--- src/rtl/seq_divider.sv ---
// ============================================================================
//  Module      : seq_divider
//  Description : Signed 2W/W radix-2 restoring divider, one quotient bit per
//                clock, with valid/ready handshakes on input and output.
//  Revision    : 1.0 - initial release
// ============================================================================
`default_nettype none

module seq_divider #(
  parameter int W = 32
) (
  input  logic           clk,
  input  logic           rst_n,
  input  logic           in_valid,
  output logic           in_ready,
  input  logic [2*W-1:0] dividend,
  input  logic [W-1:0]   divisor,
  output logic           out_valid,
  input  logic           out_ready,
  output logic [W-1:0]   quotient,
  output logic [W-1:0]   remainder,
  output logic           div_by_zero,
  output logic           overflow
);

  localparam int CW = (W > 1) ? $clog2(W) : 1;
  localparam logic [CW-1:0] c_last_iter = CW'(W - 1);
  localparam logic [W-1:0]  c_min_mag   = {1'b1, {(W-1){1'b0}}};

  typedef enum logic [1:0] {S_IDLE, S_CALC, S_FIX, S_DONE} state_t;

  state_t          r_state, w_next;
  logic            r_out_valid;
  logic [W:0]      r_rem;
  logic [W-1:0]    r_low;
  logic [W:0]      r_dvs;
  logic [CW-1:0]   r_cnt;
  logic            r_sign_q, r_sign_r;
  logic [W-1:0]    r_quotient, r_remainder;
  logic            r_dbz, r_ovf;

  logic [2*W:0]    w_dvd_ext, w_dvd_mag;
  logic [W:0]      w_dvs_ext, w_dvs_mag;
  logic            w_dbz, w_mag_ovf;
  logic [W+1:0]    w_shift, w_diff;
  logic            w_borrow, w_fix_ovf;
  logic [W-1:0]    w_q_signed, w_r_signed;

  // One extra bit on each magnitude so the most negative operand cannot wrap.
  assign w_dvd_ext = {dividend[2*W-1], dividend};
  assign w_dvd_mag = dividend[2*W-1] ? -w_dvd_ext : w_dvd_ext;
  assign w_dvs_ext = {divisor[W-1], divisor};
  assign w_dvs_mag = divisor[W-1] ? -w_dvs_ext : w_dvs_ext;
  assign w_dbz     = (divisor == '0);
  assign w_mag_ovf = (w_dvd_mag[2*W:W] >= w_dvs_mag);

  // r_low holds the remaining dividend bits and collects quotient bits behind them.
  assign w_shift  = {r_rem, r_low[W-1]};
  assign w_diff   = w_shift - {1'b0, r_dvs};
  assign w_borrow = w_diff[W+1];

  assign w_fix_ovf  = r_sign_q ? (r_low > c_min_mag) : r_low[W-1];
  assign w_q_signed = r_sign_q ? -r_low : r_low;
  assign w_r_signed = r_sign_r ? -r_rem[W-1:0] : r_rem[W-1:0];

  always_ff @(posedge clk) begin
    if (!rst_n) begin
      r_state     <= S_IDLE;
      r_out_valid <= 1'b0;
    end else begin
      r_state     <= w_next;
      r_out_valid <= (r_state == S_DONE) && !(r_out_valid && out_ready);
    end
  end

  always_comb begin
    w_next = r_state;
    case (r_state)
      S_IDLE: if (in_valid) w_next = (w_dbz || w_mag_ovf) ? S_DONE : S_CALC;
      S_CALC: if (r_cnt == c_last_iter) w_next = S_FIX;
      S_FIX:  w_next = S_DONE;
      S_DONE: if (r_out_valid && out_ready) w_next = S_IDLE;
      default: w_next = S_IDLE;
    endcase
  end

  always_ff @(posedge clk) begin
    if (!rst_n) begin
      r_rem       <= '0;
      r_low       <= '0;
      r_dvs       <= '0;
      r_cnt       <= '0;
      r_sign_q    <= 1'b0;
      r_sign_r    <= 1'b0;
      r_quotient  <= '0;
      r_remainder <= '0;
      r_dbz       <= 1'b0;
      r_ovf       <= 1'b0;
    end else begin
      case (r_state)
        S_IDLE: begin
          if (in_valid) begin
            r_rem    <= w_dvd_mag[2*W:W];
            r_low    <= w_dvd_mag[W-1:0];
            r_dvs    <= w_dvs_mag;
            r_cnt    <= '0;
            r_sign_q <= dividend[2*W-1] ^ divisor[W-1];
            r_sign_r <= dividend[2*W-1];
            if (w_dbz) begin
              r_quotient  <= '1;
              r_remainder <= dividend[W-1:0];
              r_dbz       <= 1'b1;
              r_ovf       <= 1'b0;
            end else if (w_mag_ovf) begin
              r_quotient  <= '0;
              r_remainder <= '0;
              r_dbz       <= 1'b0;
              r_ovf       <= 1'b1;
            end
          end
        end
        S_CALC: begin
          r_rem <= w_borrow ? w_shift[W:0] : w_diff[W:0];
          r_low <= {r_low[W-2:0], ~w_borrow};
          r_cnt <= r_cnt + 1'b1;
        end
        S_FIX: begin
          r_dbz       <= 1'b0;
          r_ovf       <= w_fix_ovf;
          r_quotient  <= w_fix_ovf ? '0 : w_q_signed;
          r_remainder <= w_fix_ovf ? '0 : w_r_signed;
        end
        default: ;
      endcase
    end
  end

  assign in_ready    = (r_state == S_IDLE);
  assign out_valid   = r_out_valid;
  assign quotient    = r_quotient;
  assign remainder   = r_remainder;
  assign div_by_zero = r_dbz;
  assign overflow    = r_ovf;

endmodule

`default_nettype wire
--- config.mk ---
export PLATFORM = sky130hd
export DESIGN_NAME = seq_divider
export DESIGN_NICKNAME = d
export VERILOG_FILES = /design/src/rtl/seq_divider.sv
export SDC_FILE = /design/constraint.sdc
export NUM_CORES = 1
export LEC_CHECK = 0
export ABC_AREA = 1
export BUFFER_PORTS_ARGS = -buffer_cell sky130_fd_sc_hd__buf_2
export CORE_ASPECT_RATIO = 1.75
export CORE_MARGIN = 2
export CORE_UTILIZATION = 54
export DETAILED_ROUTE_END_ITERATION = 10
export GPL_ROUTABILITY_DRIVEN = 0
export PLACE_DENSITY = 0.74
export SYNTH_ARGS = -nofsm -noshare
export SYNTH_HDL_FRONTEND = slang
export SYNTH_SLANG_ARGS = --single-unit
--- constraint.sdc ---
create_clock -name clk -period 10 [get_ports clk]
set_input_delay 2 -clock clk [delete_from_list [all_inputs] [get_ports clk]]
set_output_delay 2 -clock clk [all_outputs]
set_load 0.02 [all_outputs]
== Word level (Yosys, flattened, before mapping) ==
Index checks and enable logic that the tools add are counted.

* Register bits after elaboration: 174
* Output and inout bits: 68

* $add $sub $neg: 6
* Magnitude comparators: 2
* Eq/ne operators: 8
* Mux-type cells: 34
* Bitwise logic cells: 2
* Reduce and logical (&&, ||, !) cells: 12

{| class="wikitable"
|+ Operators by type and width
! kind !! number
|-
| two-way mux 32 bit || 10
|-
| one-hot mux 32 bit (2 select lines) || 3
|-
| two-way mux 33 bit || 3
|-
| one-hot mux 33 bit (2 select lines) || 1
|-
| two-way mux 65 bit || 1
|-
| negation 65 bit || 1
|-
| negation 32 bit || 2
|-
| subtractor 34 x 33 -> 34 bit || 1
|-
| >= comparator 33 bit || 1
|-
| negation 33 bit || 1
|-
| > comparator 32 bit, second input constant || 1
|-
| logical NOT 32 bit || 1
|-
| one-hot mux 5 bit (2 select lines) || 1
|-
| two-way mux 2 bit || 4
|-
| one-hot mux 2 bit (4 select lines) || 1
|-
| two-way mux 1 bit || 7
|-
| AND reduction 3 bit || 2
|-
| adder 5 x 1 -> 5 bit, second input constant || 1
|-
| equality test 5 bit, second input constant || 1
|-
| two-way mux 5 bit || 1
|-
| equality test 2 bit, second input constant || 2
|-
| inequality test 2 bit, second input constant || 2
|-
| one-hot mux 1 bit (2 select lines) || 2
|-
| AND reduction 2 bit || 2
|-
| other kinds (10) || 12
|}

== Longest topological paths before layout ==
* Depth after elaboration: 7
* Gate-level depth with buffers: 27

== Worst setup path after synthesis ==
OpenSTA, ideal clock, no wires.

* Path kind: input-to-reg
* Start: input dividend[0]
* End: register r_remainder[25] (netlist: remainder[25])
* Setup time: 113 ps
* Arrival time: 4779 ps
* Data required time: 9887 ps
* Path slack: 5108 ps
* Cell stages on the path: 21
* Buffers on the path: 2
* Cells stage by stage: inv_1 ha_1 nand3_1 nor2_2 nand2_1 nor3_1 nand3_1 nand2_1 nand2_1 and2_1 ha_1 nand4_1 or2_2 nor2_1 nand3b_1 nand4_1 nand2_2 buf_6 buf_2 nor2_1 nor2_1

* Word-level cells in the longest chain between the ends: 5

{| class="wikitable"
|+ RTL lines
! what !! line !! RTL
|-
| start: declaration || 16 || <nowiki>input logic [2*W-1:0] dividend,</nowiki>
|-
| negation 65 bit || 51 || <nowiki>assign w_dvd_mag = dividend[2*W-1] ? -w_dvd_ext : w_dvd_ext;</nowiki>
|-
| two-way mux 65 bit || 51 ||
|-
| >= comparator 33 bit || 55 || <nowiki>assign w_mag_ovf = (w_dvd_mag[2*W:W] >= w_dvs_mag);</nowiki>
|-
| inequality test 3 x 1 -> 1 bit (no line) || -- ||
|-
| AND reduction 3 bit (no line) || -- ||
|-
| end signal: assignment || 111 || <nowiki>r_remainder <= dividend[W-1:0];</nowiki>
|-
| end signal: assignment || 131 || <nowiki>r_remainder <= w_fix_ovf ? '0 : w_r_signed;</nowiki>
|-
| end: declaration || 39 || <nowiki>logic [W-1:0] r_quotient, r_remainder;</nowiki>
|}

No other way between the ends.
A chain may end at the register's enable or synchronous reset.

== Final worst setup path ==
* Start: input dividend[0]
* End: register r_quotient[24] (netlist: quotient[24])

* Word-level cells in the longest chain between the ends: 5

{| class="wikitable"
|+ RTL lines
! what !! line !! RTL
|-
| negation 65 bit || 51 ||
|-
| two-way mux 65 bit || 51 ||
|-
| >= comparator 33 bit || 55 ||
|-
| inequality test 3 x 1 -> 1 bit (no line) || -- ||
|-
| AND reduction 3 bit (no line) || -- ||
|-
| end signal: assignment || 130 || <nowiki>r_quotient <= w_fix_ovf ? '0 : w_q_signed;</nowiki>
|-
| end: declaration || 39 ||
|}

No other way between the ends.

==> run metrics <==
drt total wl=72.4 mm; startpoint class of the critical path=primary input; skew final=19.5 ps; area of the multi-input gates=11,500 um^2; initial antenna violation count=2; largest net degree at the start of global routing=114; MaxCap Viol Count=0; final instance area=18,800 um^2; Crit path required time=10,360 ps; Remaining Overflow, GRT=0; PostCTS Resize Cnt=0; Via density=5.77; final hold violations=0; Synth Flop Type=dfxtp_1; setup_tns=0 ps; RSZ-0062 raised after global routing=no; #FFs+latches synth=174; Power Density=310 nW/um^2; First-pass DRT Iterations=8; Yosys top cell area share=20.2%; Port Buffer Count=167; Slew HR=19.4%; IO Pins=168; run status=completed; first-pass GRT wire length=108 mm; Synth area leaders=nand2_1 20%, dfxtp_1 20%, inv_1 10%, nor2_1 9.6%, nand3_1 7.4%; core area=31,500 um^2; drc violations=0; Tmin final=6250 ps; number of synthesized flops with an enable pin=0; CP arrival=6610 ps; fill count=3,259; maximum vdd drop=0.000224 V; post-synth top area cell=nand2_1; drt first-iter violations=2,281; Setup CP Type=in2reg; Site Rows=86; Starting Density=54.9%; CTS Buf Count=17; Crit Path Max Fanout=113; Synth Warn #=0; crit end category=flop; Tcrit/Tclk final=62.5%; Final ANT Viol Nets=0; H-tree levels=4; Post-CTS Setup Inserts=0; Synth Net Count=3,293; clk slew on worst S/H paths=70 ps; via count=20,835; wire length per cell=20.0 um; CTS sink count=174; Post-DP HPWL=55.8 mm; Area Overhead vs Synth=8.61%; CTS tree=done; Max Root-Sink Buffers=2; die footprint=33,500 um^2; synthesized area=17,300 um^2; layout cells sized above 1=8.67%; Worst Tran Pin Value=1210 ps; vias in the first global route=19,350; Post-CTS Hold Fix Bufs=0; post-synthesis sequential area ratio=20.1%; worst min-delay path category=reg2reg; synthesized instance count=3,116; final slew viol count=0; FF+latch area=3480 um^2; distinct cell type count after synthesis=48; Final Power=5.83 mW; die width=139 um; post-place instance area=18,200 um^2; Die H=241 um; asr flop ratio synth=0%; Syn Area/Cell=5.55 um^2; root buffer cell=clkbuf_16; Nets=3,381; final setup vio count=0; Fmax=160 MHz; Leakage Power=9.96 nW; GR Util All Layers=42.4%; worst-skew pair later-pin latency=480 ps
-- area by class of cell --
type	count	share of cell area, %
Inverter	489	9.77
Sequential cell	174	18.5
Tap cell	396	2.64
Multi-Input combinational cell	2342	61.0
Timing Repair Buffer	180	4.98
Clock inverter	15	0.786
Antenna cell	1	0.0133
Clock buffer	17	2.26
-- flip-flops by register name, indices dropped and copies added (netlist names) --
signal	cells
r_dvs	33
r_rem	33
quotient	32
r_low	32
remainder	32
r_cnt	5
r_state	2
div_by_zero	1
out_valid	1
overflow	1
r_sign_q	1
r_sign_r	1
-- cell families (layout without fill, tap and decap cells) --
logic type	count (synthesis)	count (layout)	share of synthesized area, %
AO/OA/AOI/OAI	374	374	11.9
other	2	3	0.0434
XOR/XNOR	106	106	5.37
AND/OR/NAND/NOR	1782	1782	43.2
multiplexers	1	1	0.0578
buffers and inverters	600	701	13.7
flip-flops	174	174	20.1
adder cells (fa/ha/maj)	77	77	5.61
-- cell usage after synthesis (29+ instances only) --
cell type    n
a21oi_1    151
buf_2       29
clkbuf_1    59
dfxtp_1    174
ha_1        76
inv_1      477
nand2_1    931
nand3_1    255
nand4_1     48
nor2_1     442
o21ai_0    153
xor2_1      85
-- stage by stage --
step	hold slack, ps	instances	setup WS [ps]	utilization, %
3_3_place_gp	446	3581	3710	57.8
6_report	460	3614	3750	59.6
2_1_floorplan	428	3116	5110	-
4_1_cts	463	3613	3980	59.6
3_5_place_dp	451	3581	3550	57.8
5_1_grt	500	3613	3280	59.6
-- per-layer routing --
metal	up-vias	global-route usage, %	wire, um
met3	440	9.66	6700
li1	9933	-	-
met2	1209	69.8	32700
met4	4	45.3	9560
met5	-	0	23
met1	9249	42.4	23400
-- report_power, final --
part           internal, mW  switching, mW  total, mW  leakage (nW)
logic                  1.21           2.81       4.02          8.25
registers             0.920          0.225       1.15          1.43
clock network         0.330          0.338      0.668         0.276
-- critical path, stage by stage --
cell and delay (ps):
buf_2 110, inv_1 110, ha_1 270, nand3_1 210, nor2_2 320, nand2_1 170, nor3_1 490, nand3_1 180
nand2_1 100, nand2_1 70, and2_1 170, ha_1 330, nand2_1 80, nand2_1 50, nand2_1 50, nand2_1 40
nand2_1 50, nand2_1 50, nand2_1 50, nand2_1 60, a21oi_1 160, nand4_1 270, nand2_4 880, nand2_1 100
nand2_1 110, nor2_1 50
-- layout by cell type (no fill, tap or decap), types with 3 or more instances in the layout --
cell and n:
nor2_2 13, a31oi_1 19, nor2_1 441, nor4_1 5, nand2_1 931, dfxtp_1 174
o22ai_2 9, nor3_1 22, xnor2_1 21, ha_1 76, clkinv_1 4, a21boi_0 14
and3_1 3, nor2_4 5, inv_2 10, inv_1 475, o211ai_1 7, nand4_1 48
nand3_2 4, or2_2 9, buf_4 14, inv_6 4, nand3b_1 19, o31ai_1 3
buf_2 166, clkbuf_16 17, o21ai_1 7, nand3_1 255, and2_1 15, a21oi_1 151
o21ai_2 3, o21ai_0 153, clkinv_4 3, xor2_1 85, inv_8 3, nand2_2 6
-- final timing paths --
check / start / to / slack (ps) / cells after the start
hold reg to reg: overflow / overflow / 460 / 2
setup / recovery: dividend[0] / quotient[24] / 3750 / 26
setup reg to reg: r_state[1] / r_low[15] / 6550 / 9
hold / removal: overflow / overflow / 460 / 2
Note: power is estimated with default switching activity, not from simulation.
